[src/rtl/piso_pkg.sv]
// Shared types and helpers for the parallel-in/serial-out serialiser family.
package piso_pkg;

    typedef enum logic [0:0] {
        PISO_IDLE  = 1'b0,
        PISO_SHIFT = 1'b1
    } piso_state_t;

    // Bit-counter width; never below 1 so WIDTH=2 still gets a real register.
    function automatic int piso_cnt_w(input int width);
        return (width <= 2) ? 1 : $clog2(width);
    endfunction

endpackage

[src/rtl/piso_hold_buf.sv]
// One-word valid/ready holding register; ready is a pure register output.
// Latency: word visible on hold_o the cycle after acceptance; no same-edge refill while full.
module piso_hold_buf #(
    parameter int WIDTH = 8
) (
    input  logic             clk_i,
    input  logic             rst_i,
    input  logic [WIDTH-1:0] in_data_i,
    input  logic             in_valid_i,
    output logic             in_ready_o,
    input  logic             drain_i,
    output logic [WIDTH-1:0] hold_o,
    output logic             hold_full_o
);

    logic [WIDTH-1:0] hold_q, hold_d;
    logic             hold_full_q, hold_full_d;
    logic             accept;

    assign accept = in_valid_i && !hold_full_q;

    always_comb begin
        hold_d      = hold_q;
        hold_full_d = hold_full_q;
        if (drain_i) begin
            hold_full_d = 1'b0;
        end
        // Accept and drain are exclusive: accept needs empty, drain needs full.
        if (accept) begin
            hold_d      = in_data_i;
            hold_full_d = 1'b1;
        end
    end

    always_ff @(posedge clk_i) begin
        if (rst_i) begin
            hold_q      <= '0;
            hold_full_q <= 1'b0;
        end else begin
            hold_q      <= hold_d;
            hold_full_q <= hold_full_d;
        end
    end

    assign in_ready_o  = !hold_full_q;
    assign hold_o      = hold_q;
    assign hold_full_o = hold_full_q;

endmodule

[src/rtl/piso_stream.sv]
// Word-to-bit serialiser with one-word hold buffer for gapless back-to-back frames.
// First bit appears one cycle after the word's transfer edge; SHIFT_EN paces bits.
module piso_stream
    import piso_pkg::*;
#(
    parameter int WIDTH      = 8,
    parameter bit LSB_FIRST  = 1'b0,
    parameter bit IDLE_LEVEL = 1'b0
) (
    input  logic             CLK,
    input  logic             RST,
    input  logic [WIDTH-1:0] IN_DATA,
    input  logic             IN_VALID,
    output logic             IN_READY,
    input  logic             SHIFT_EN,
    output logic             SER_OUT,
    output logic             SER_VALID,
    output logic             SER_LAST,
    output logic             BUSY
);

    localparam int             CW       = piso_cnt_w(WIDTH);
    localparam logic [CW-1:0]  LAST_CNT = CW'(WIDTH - 1);

    piso_state_t      state_q, state_d;
    logic [WIDTH-1:0] shreg_q, shreg_d;
    logic [CW-1:0]    bit_cnt_q, bit_cnt_d;
    logic [WIDTH-1:0] hold;
    logic             hold_full;
    logic             drain;

    piso_hold_buf #(
        .WIDTH (WIDTH)
    ) u_hold (
        .clk_i       (CLK),
        .rst_i       (RST),
        .in_data_i   (IN_DATA),
        .in_valid_i  (IN_VALID),
        .in_ready_o  (IN_READY),
        .drain_i     (drain),
        .hold_o      (hold),
        .hold_full_o (hold_full)
    );

    always_comb begin
        state_d   = state_q;
        shreg_d   = shreg_q;
        bit_cnt_d = bit_cnt_q;
        drain     = 1'b0;
        case (state_q)
            PISO_IDLE: begin
                if (hold_full) begin
                    shreg_d   = hold;
                    bit_cnt_d = '0;
                    state_d   = PISO_SHIFT;
                    drain     = 1'b1;
                end
            end
            PISO_SHIFT: begin
                if (SHIFT_EN) begin
                    if (bit_cnt_q == LAST_CNT) begin
                        // Reload straight from hold so no idle bit separates words.
                        if (hold_full) begin
                            shreg_d   = hold;
                            bit_cnt_d = '0;
                            drain     = 1'b1;
                        end else begin
                            shreg_d   = '0;
                            bit_cnt_d = '0;
                            state_d   = PISO_IDLE;
                        end
                    end else begin
                        shreg_d   = LSB_FIRST ? (shreg_q >> 1) : (shreg_q << 1);
                        bit_cnt_d = bit_cnt_q + CW'(1);
                    end
                end
            end
            default: begin
                state_d = PISO_IDLE;
            end
        endcase
    end

    always_ff @(posedge CLK) begin
        if (RST) begin
            state_q   <= PISO_IDLE;
            shreg_q   <= '0;
            bit_cnt_q <= '0;
        end else begin
            state_q   <= state_d;
            shreg_q   <= shreg_d;
            bit_cnt_q <= bit_cnt_d;
        end
    end

    assign SER_VALID = (state_q == PISO_SHIFT);
    assign SER_OUT   = SER_VALID ? (LSB_FIRST ? shreg_q[0] : shreg_q[WIDTH-1]) : IDLE_LEVEL;
    assign SER_LAST  = SER_VALID && (bit_cnt_q == LAST_CNT);
    assign BUSY      = SER_VALID || hold_full;

endmodule

[config.mk]
export PLATFORM = sky130hd
export DESIGN_NAME = piso_stream
export DESIGN_NICKNAME = d
export VERILOG_FILES = /design/src/rtl/piso_pkg.sv /design/src/rtl/piso_hold_buf.sv /design/src/rtl/piso_stream.sv
export SDC_FILE = /design/constraint.sdc
export NUM_CORES = 1
export LEC_CHECK = 0
export BUFFER_PORTS_ARGS = -buffer_cell sky130_fd_sc_hd__buf_2
export CORE_MARGIN = 5
export CORE_UTILIZATION = 50
export DETAILED_ROUTE_END_ITERATION = 10
export MAX_ROUTING_LAYER = met4
export PLACE_DENSITY = 0.72
export SYNTH_ARGS = -nofsm -noshare
export SYNTH_HDL_FRONTEND = slang
export SYNTH_HIERARCHICAL = 1
export SYNTH_SLANG_ARGS = --single-unit
[constraint.sdc]
create_clock -name CLK -period 2.1 [get_ports CLK]
set_input_delay 0.42 -clock CLK [delete_from_list [all_inputs] [get_ports CLK]]
set_output_delay 0.42 -clock CLK [all_outputs]
set_load 0.05 [all_outputs]
==> out/metrics.yaml, run 1 <==
clock_network:
  clk_latency_ns: 0.30
  cts_tree: "done"
  cts.clk_slew.worst_paths_ns: 0.11
  ctsRootBufferMaster: "clkbuf_4"
  cts-hold-fix-buffers: 0
  cts.sinks: 21
  htree_levels: 1
  cts_made_buffers: 3
  cts_buffer_depth: 2
  post_cts_buffers: 0
place:
  dpl-instance-area_um2: 1160
  port_buffers: 16
  pre_cts_slack_ns: 0.359
  hpwl_mm: 1.45
  gp_congestion: 0.748
  place_inst: 148
global_route:
  grt-ovfl-total: 0
  grt_first_pass_wirelength_mm: 3.37
  grt_pass1_vias: 765
  grt_max_degree: 30
  antenna_found_initial: 0
  grt_usage: 0.138
setup_path:
  cp-startpoint: "bit_cnt_q[0]$_SDFFE_PP0P_"
  critPathKind: "reg2out"
  slowest_delay_ns: 0.37
  cp.required_ns: 1.68
  critPathArrivalTime_ns: 1.56
  reg2reg_to: "shreg_q[3]$_SDFFE_PP0P_"
  cp.depth: 4
  startpoint_type: "flop"
  critPathMaxFanout: 10
  reg2reg_slack_ns: 0.60
  crit_path_cell_trace: "ha_1 -> ha_2 -> and2_2 -> buf_2"
  endpoint_kind: "output port"
  cp_top_family: "adder cells"
  crit_slowest_cell: "dfxtp_1"
  rr_startpoint: "bit_cnt_q[0]$_SDFFE_PP0P_"
  r2r_cells: 5
  crit_buf_inv: 1
min_path:
  hold_end: "u_hold/hold_o[0]$_SDFFE_PP0P_"
  hold_depth: 3
  hold_start: "IN_DATA[0]"
  min_path_type: "in2reg"
sta:
  clock_skew_ns: 0.00448
  grt_setup_unrepaired: "false"
  max_slew_margin: 0.677
  finalWorstSetupSlack_ns: 0.118
  maxSlewViolCount: 0
  finalHoldViolations: 0
  setup_viol: 0
  fmax_ghz: 0.505
  tightest_slew_ns: 0.485
  min_period_over_period: 0.944
  final.setup.tns_ns: 0
  whs_ns: 0.397
  period_needed_ns: 1.98
cells_and_area:
  syn2layout_area_growth_pct: 10.6
  final_util: 0.595
  fin_nets: 141
  antenna_cells: 0
  drive_gt1_frac: 0.328
  final_area_um2: 1190
  layoutNonFillerInstCount: 152
  fillCellCount: 183
routing:
  vias: 820
  drc: 0
  drt_iter0_drc: 8
  routed_wl_mm: 1.98
  firstDrtPassIters: 4
  antenna_left: 0
  routed_via_density: 5.39
  wl_per_cell_um: 13.0
synth:
  postSynth.asyncResetShare: 0
  synth_flop_cell: "dfxtp_1"
  avgSynthCellArea_um2: 9.88
  synth_cell_type_count: 28
  synth_seq_cells: 21
  synth_fp_nets: 124
  synthesis.area_um2: 1080
  synth_edf_count: 0
  synth_warnings: 6
  synth_cells: 109
  seq_area_frac_synth: 0.390
outcome:
  status: "finished clean"
power:
  vdd_ir_drop_max_mv: 0.477
  p_per_area_nw_per_um2: 669
  cellLeakagePower_nw: 0.509
  finalPower_mw: 0.796
floorplan:
  initial_core_util: 0.538
  dieArea_um2: 3180
  coreArea_um2: 2000
  die_y_um: 56.4
  rows: 16
  die-width_um: 56.4
  io_pins: 17
run:
  cap_violations: 0
## area by class of cell
type,count,area (µm²),share of cell area
Clock buffer,4,26.3,0.0221
Sequential cell,21,420,0.353
Tap cell,27,33.8,0.0284
Timing Repair Buffer,18,95.1,0.0798
Multi-Input combinational cell,74,586,0.492
Inverter,8,30.0,0.0252
## kinds of logic after synthesis
family	count (synthesis)	share of synthesized area
AOI/OAI and AO/OA	35	0.278
DFF	21	0.390
adders and majority gates	3	0.0348
buffers and inverters	14	0.0685
and+or+nand+nor	35	0.220
muxes	1	0.00929
## synth_stat cells, drive strengths merged (3+ instances only)
library cell / instances / area, µm²
o21ai: 8 / 70.1
a21oi: 7 / 57.6
a22oi: 3 / 22.5
nand2: 3 / 11.3
nor2: 8 / 30.0
dfxtp: 21 / 420
o211ai: 6 / 45.0
and2: 3 / 21.3
nand2b: 9 / 56.3
inv: 8 / 30.0
o211a: 7 / 70.1
nand4bb: 8 / 90.1
buf: 5 / 40.0
ha: 3 / 37.5
## flip-flops by register name, indices dropped and copies added (netlist names)
register / flops
SER_VALID: 1
u_hold/hold_o: 8
bit_cnt_q: 3
shreg_q: 8
u_hold/hold_full_o: 1
## cells in the final DEF, fill, tap and decap left out, types with 2 or more instances in the layout
cell type | Yosys | layout
ha_1 | 3 | 2
o211a_1 | 7 | 7
nand2_1 | 3 | 3
clkbuf_4 | 0 | 3
nand2b_1 | 9 | 9
o211ai_1 | 6 | 6
o21ai_2 | 8 | 8
a22oi_1 | 3 | 3
buf_2 | 2 | 16
and2_2 | 2 | 2
nand4bb_1 | 8 | 8
dfxtp_1 | 21 | 21
nor2_1 | 8 | 8
inv_1 | 8 | 8
a21oi_2 | 6 | 6
buf_4 | 1 | 2
## worst max path at each step
stage,slack (ns),to
global route,0.06,SER_LAST
CTS,0.007,SER_LAST
global placement,0.41,SER_LAST
detailed placement,0.36,SER_LAST
floorplan,0.58,SER_LAST
finish,0.12,SER_LAST
## repair_timing
| item | in CTS | in global routing |
|---|---|---|
| endpoints found under the hold margin | 0 | 0 |
| endpoints found under the setup margin | 0 | 1 |
| resized for setup | 0 | 1 |
## worst min-delay path: stages
cell,delay [ns]
buf_2,0.08
nand4bb_1,0.11
o21ai_2,0.06
## per-layer routing
layer,up-vias,GRT usage,share of wire
met3,4,0.0229,0.044
met5,-,-,0
li1,419,-,-
met2,16,0.210,0.46
met4,0,0.0746,0.017
met1,381,0.172,0.48
## power by group
group / leakage (nW) / switching [mW] / internal, mW / total [mW]
clock: 0.0150 / 0.115 / 0.0739 / 0.189
combinational: 0.322 / 0.0967 / 0.0694 / 0.166
sequential: 0.173 / 0.0139 / 0.427 / 0.441
total: 0.509 / 0.226 / 0.571 / 0.796
(Power assumes the default switching activity.)
==> run 2: changes to the inputs <==
--- a/config.mk
+++ b/config.mk
@@ -8,9 +8,11 @@
 export BUFFER_PORTS_ARGS = -buffer_cell sky130_fd_sc_hd__buf_2
 export CORE_MARGIN = 5
 export CORE_UTILIZATION = 50
+export CTS_BUF_LIST = sky130_fd_sc_hd__clkbuf_16
 export DETAILED_ROUTE_END_ITERATION = 10
 export MAX_ROUTING_LAYER = met4
 export PLACE_DENSITY = 0.72
+export RECOVER_POWER = 100
 export SYNTH_ARGS = -nofsm -noshare
 export SYNTH_HDL_FRONTEND = slang
 export SYNTH_HIERARCHICAL = 1
==> run 2 against run 1 <==
Sequential power about the same; clock power increased by 100%; routed wire length increased by 1.7%; critical path depth unchanged; worst hold slack improved by 0.040 ns; global-route usage increased by 0.19 points; clock-buffer cell count decreased by 1; first-iteration DRC count increased by 63%; sequential share of layout area decreased by 0.51 points; flip-flop and latch count unchanged.
==> out/metrics.yaml, run 2 (synthesis results as in run 1) <==
routing:
  vias: 806
  routed_wl_mm: 2.01
  drt_iter0_drc: 13
  antenna_left: 0
  routed_via_density: 5.30
  drc: 0
  wl_per_cell_um: 13.2
  firstDrtPassIters: 4
power:
  power_frac_comb: 0.159
  swShare: 0.243
  power.internal_mw: 0.744
  power_switching_mw: 0.238
  vdd_ir_drop_max_mv: 0.614
  cellLeakagePower_nw: 0.514
  p_per_area_nw_per_um2: 813
  power.share.clock: 0.391
  p_seq_frac: 0.450
  finalPower_mw: 0.982
setup_path:
  reg2reg_slack_ns: 0.47
  startpoint_type: "flop"
  crit_path_cell_trace: "ha_1 -> ha_1 -> and2_2 -> buf_2"
  r2r_cells: 5
  critPathMaxFanout: 10
  critPathKind: "reg2out"
  crit_top_cell: "ha_1"
  crit_slowest_cell: "ha_1"
  critPathArrivalTime_ns: 1.59
  endpoint_kind: "output port"
  cp.required_ns: 1.68
  slowest_delay_ns: 0.36
cells_and_area:
  antenna_cells: 0
  drive_gt1_frac: 0.232
  final_cell_mix: "dfxtp_1 (21), buf_2 (12), inv_1 (9), nand2b_1 (9)"
  final_area_um2: 1210
  syn2layout_area_growth_pct: 12.2
  layout_commonest_cell: "dfxtp_1"
  fillCellCount: 189
  fin_nets: 141
clock_network:
  post_cts_buffers: 0
  cts.clk_slew.worst_paths_ns: 0.05
  cts.sinks: 21
  htree_levels: 1
  cts_tree: "done"
  ctsRootBufferMaster: "clkbuf_16"
  cts-hold-fix-buffers: 0
  cts_buffer_depth: 2
  clk_latency_ns: 0.24
  cts_made_buffers: 3
  cts_resized: 0
place:
  port_buffers: 16
  pre_cts_slack_ns: 0.359
  gp_congestion: 0.748
  hpwl_mm: 1.45
  dpl-instance-area_um2: 1160
sta:
  grt_setup_unrepaired: "false"
  finalHoldViolations: 0
  setup_viol: 0
  min_period_over_period: 0.956
  clock_skew_ns: 0.00103
  finalWorstSetupSlack_ns: 0.0931
  period_needed_ns: 2.01
  maxSlewViolCount: 0
  fmax_ghz: 0.498
  max_slew_margin: 0.599
  final.setup.tns_ns: 0
  tightest_slew_ns: 0.601
floorplan:
  rows: 16
  coreArea_um2: 2000
  dieArea_um2: 3180
  io_pins: 17
  die-width_um: 56.4
  initial_core_util: 0.538
  die_y_um: 56.4
global_route:
  grt_max_degree: 30
  grt-ovfl-total: 0
  grt_first_pass_wirelength_mm: 3.48
  grt_usage: 0.139
  grt_pass1_vias: 769
  antenna_found_initial: 0
run:
  cap_violations: 0
min_path:
  min_path_type: "in2reg"
  hold_depth: 3
outcome:
  status: "finished clean"
[run 2: cell types whose count changed in the layout (fill, tap and decap cells not counted), moves of 3 or more]
| cell | before | now |
|---|---|---|
| buf_2 | 16 | 12 |
| clkbuf_1 | 1 | 4 |
| clkbuf_16 | 0 | 3 |
| clkbuf_4 | 3 | 0 |
| o21ai_0 | 0 | 6 |
| o21ai_2 | 8 | 2 |
[run 2: path summary, 6_finish.rpt]
kind	end	from
max	SER_LAST	bit_cnt_q[0]$_SDFFE_PP0P_
min	u_hold/hold_o[5]$_SDFFE_PP0P_	IN_DATA[5]
max reg2reg	shreg_q[6]$_SDFFE_PP0P_	bit_cnt_q[0]$_SDFFE_PP0P_
min reg2reg	u_hold/hold_o[1]$_SDFFE_PP0P_	u_hold/hold_o[1]$_SDFFE_PP0P_
[run 2: metal layers]
metal / up-vias / global-route usage / share of wire
li1: 422 / - / -
met1: 365 / 0.177 / 0.48
met3: 2 / 0.0229 / 0.045
met5: - / - / 0
met4: 0 / 0.0508 / 0.012
met2: 17 / 0.222 / 0.46
[run 2: power groups by stage]
stage | Combinational [mW] | Sequential, mW | Clock [mW]
final | 0.156 | 0.442 | 0.384
after global placement | 0.163 | 0.449 | 0
after CTS | 0.169 | 0.442 | 0.392
after floorplan | 0.126 | 0.455 | 0
after detailed placement | 0.167 | 0.451 | 0
after global routing | 0.173 | 0.445 | 0.414
[run 2: worst max-delay path: cells and delay by family, from the launching register on]
kind	cells	cell delay (ns)
adders and majority gates	2	0.54
DFF	1	0.35
buffers and inverters	1	0.25
and+or+nand+nor	1	0.20
[run 2: cell type report]
| cell class | count | area, µm² | share of cell area |
|---|---|---|---|
| multi-input cells | 74 | 558 | 0.462 |
| flip-flops and latches | 21 | 420 | 0.348 |
| repair buffers | 18 | 87.6 | 0.0725 |
| clock buffers | 3 | 75.1 | 0.0621 |
| well taps | 27 | 33.8 | 0.0280 |
| inverters | 8 | 30.0 | 0.0248 |
| clock inverters | 1 | 3.75 | 0.00311 |
[run 2: metrics by stage]
stage               cells  hold slack (ns)  utilization
floorplan             109            0.454            -
global placement      148            0.465        0.581
detailed placement    148            0.466        0.581
CTS                   152            0.454        0.620
global route          152            0.453        0.604
finish                152            0.438        0.604
==> run 3: changes to the inputs <==
--- a/config.mk
+++ b/config.mk
@@ -5,6 +5,7 @@
 export SDC_FILE = /design/constraint.sdc
 export NUM_CORES = 1
 export LEC_CHECK = 0
+export ABC_AREA = 1
 export BUFFER_PORTS_ARGS = -buffer_cell sky130_fd_sc_hd__buf_2
 export CORE_MARGIN = 5
 export CORE_UTILIZATION = 50
==> run 3 against run 2 <==
Non-clock buffer count unchanged; via count grew 22%; maximum frequency grew 10%; final area up 3.5%; global-route usage increased by 1.1 points; sequential share of layout area fell by 1.2 points; clock skew up 0.0016 ns; critical path depth fell by 1; synthesized area grew 1.7%; first-iteration DRC count rose by 15%; clock-buffer cell count unchanged; critical path type unchanged.
==> out/metrics.yaml, run 3 <==
sta:
  grt_setup_unrepaired: "false"
  min_period_over_period: 0.867
  max_slew_margin: 0.606
  clock_skew_ns: 0.00266
  setup_viol: 0
  whs_ns: 0.424
  maxSlewViolCount: 0
  final.setup.tns_ns: 0
  fmax_ghz: 0.549
  finalHoldViolations: 0
  tightest_slew_ns: 0.593
  period_needed_ns: 1.82
routing:
  firstDrtPassIters: 4
  vias: 986
  antenna_left: 0
  routed_via_density: 4.74
  drc: 0
  routed_wl_mm: 2.09
  drt_iter0_drc: 15
  wl_per_cell_um: 10.0
synth:
  synth_flop_cell: "dfxtp_1"
  synth_fp_nets: 178
  avgSynthCellArea_um2: 6.72
  synth_warnings: 6
  synthesis.area_um2: 1100
  synth_cells: 163
  synth_cell_type_count: 17
  synth_top_area_cell: "dfxtp_1"
  seq_area_frac_synth: 0.384
  synthTopCellsByArea: "dfxtp_1 (38%), nand2_1 (12%), nor2_1 (10%)"
  yosysMostFrequentCell: "nand2_1"
  synth_edf_count: 0
  postSynth.asyncResetShare: 0
  synth_seq_cells: 21
  ys_top_cells_by_count: "nand2_1 (34), nor2_1 (30), inv_1 (24)"
  synth_top_area_share: 0.384
clock_network:
  clk_latency_ns: 0.25
  cts.sinks: 21
  cts_tree: "done"
  cts_resized: 0
  ctsRootBufferMaster: "clkbuf_16"
  cts_made_buffers: 3
  htree_levels: 1
  cts-hold-fix-buffers: 0
  cts_buffer_depth: 2
  post_cts_buffers: 0
  cts.clk_slew.worst_paths_ns: 0.06
cells_and_area:
  syn2layout_area_growth_pct: 14.2
  final_area_um2: 1250
  layout_commonest_cell: "nand2_1"
  fin_nets: 196
  final_util: 0.582
  final_cell_mix: "nand2_1 (34), nor2_1 (30), inv_1 (25)"
  drive_gt1_frac: 0.117
  antenna_cells: 0
  fillCellCount: 209
place:
  hpwl_mm: 1.54
  dpl-instance-area_um2: 1180
  gp_congestion: 0.754
  port_buffers: 16
setup_path:
  startpoint_type: "flop"
  cp.required_ns: 1.68
  critPathMaxFanout: 8
  critPathKind: "reg2out"
  critPathArrivalTime_ns: 1.40
  endpoint_kind: "output port"
power:
  vdd_ir_drop_max_mv: 0.536
  finalPower_mw: 1.04
  p_per_area_nw_per_um2: 830
  cellLeakagePower_nw: 0.649
global_route:
  grt_max_degree: 15
  met2_usage: 0.243
  grt_first_pass_wirelength_mm: 3.73
  top_usage_layer: "met2"
  grt-ovfl-total: 0
  grt_use_met3: 0.0299
  grtUsageMet1: 0.166
  grt_pass1_vias: 941
  grt_usage: 0.151
  antenna_found_initial: 0
min_path:
  min_path_type: "in2reg"
floorplan:
  die-width_um: 56.8
  rows: 17
  coreArea_um2: 2150
  io_pins: 17
  die_y_um: 56.8
  dieArea_um2: 3230
  initial_core_util: 0.510
outcome:
  status: "finished clean"
run:
  cap_violations: 0
run 3: cell types whose count changed after synthesis, sizes merged, moves of 3 or more:
cell | before | now
a21oi | 7 | 14
a22oi | 3 | 0
and2 | 3 | 0
inv | 8 | 26
nand2 | 3 | 35
nand2b | 9 | 0
nand3 | 1 | 19
nand3b | 0 | 7
nand4bb | 8 | 0
nor2 | 8 | 31
o211a | 7 | 0
o211ai | 6 | 0
o21ai | 8 | 1
run 3: layout make-up:
| cell class | count | area, µm² | area share |
|---|---|---|---|
| inverter | 26 | 100 | 0.0800 |
| clock inverter | 1 | 5.00 | 0.00400 |
| multi-input combinational | 111 | 529 | 0.423 |
| tap | 28 | 35.0 | 0.0280 |
| clock buffer | 3 | 75.1 | 0.0600 |
| sequential | 21 | 420 | 0.336 |
| timing repair buffer | 18 | 86.3 | 0.0690 |
run 3: worst max-delay path: stages (launching register included):
cell      delay (ns)
dfxtp_1         0.50
inv_1           0.10
nand2_1         0.08
clkbuf_1        0.46
run 3: worst paths after layout:
check,startpoint,end,slack (ns),cells after the start
setup reg to reg,SER_VALID$_SDFF_PP0_,shreg_q[0]$_SDFFE_PP0P_,0.67,5
setup / recovery,SER_VALID$_SDFF_PP0_,BUSY,0.28,3
hold reg to reg,u_hold/hold_o[6]$_SDFFE_PP0P_,u_hold/hold_o[6]$_SDFFE_PP0P_,0.48,2
hold / removal,RST,bit_cnt_q[2]$_SDFFE_PP0P_,0.42,2
run 3: where the power goes:
group / internal, mW / switching [mW]
combinational: 0.0646 / 0.117
sequential: 0.433 / 0.0226
clock: 0.256 / 0.145
run 3: metal layers:
layer	part of all wire	vias to the layer above
li1	-	538
met1	0.48	423
met2	0.45	20
met3	0.048	5
met4	0.022	0
met5	0	-
run 3: metrics by stage:
stage               cells  worst slack (ns)
floorplan             163             0.322
detailed placement    204             0.627
global placement      204             0.661
finish                208             0.280
global route          208             0.169
CTS                   208             0.340
run 3: kinds of logic (layout without fill, tap and decap cells):
kind of cell,Yosys count,in the layout,share of synthesized area
flip-flops,21,21,0.384
adder cells (fa/ha/maj),3,3,0.0343
AND/OR/NAND/NOR,93,93,0.380
AO/OA/AOI/OAI,15,15,0.0685
buffers and inverters,31,48,0.134
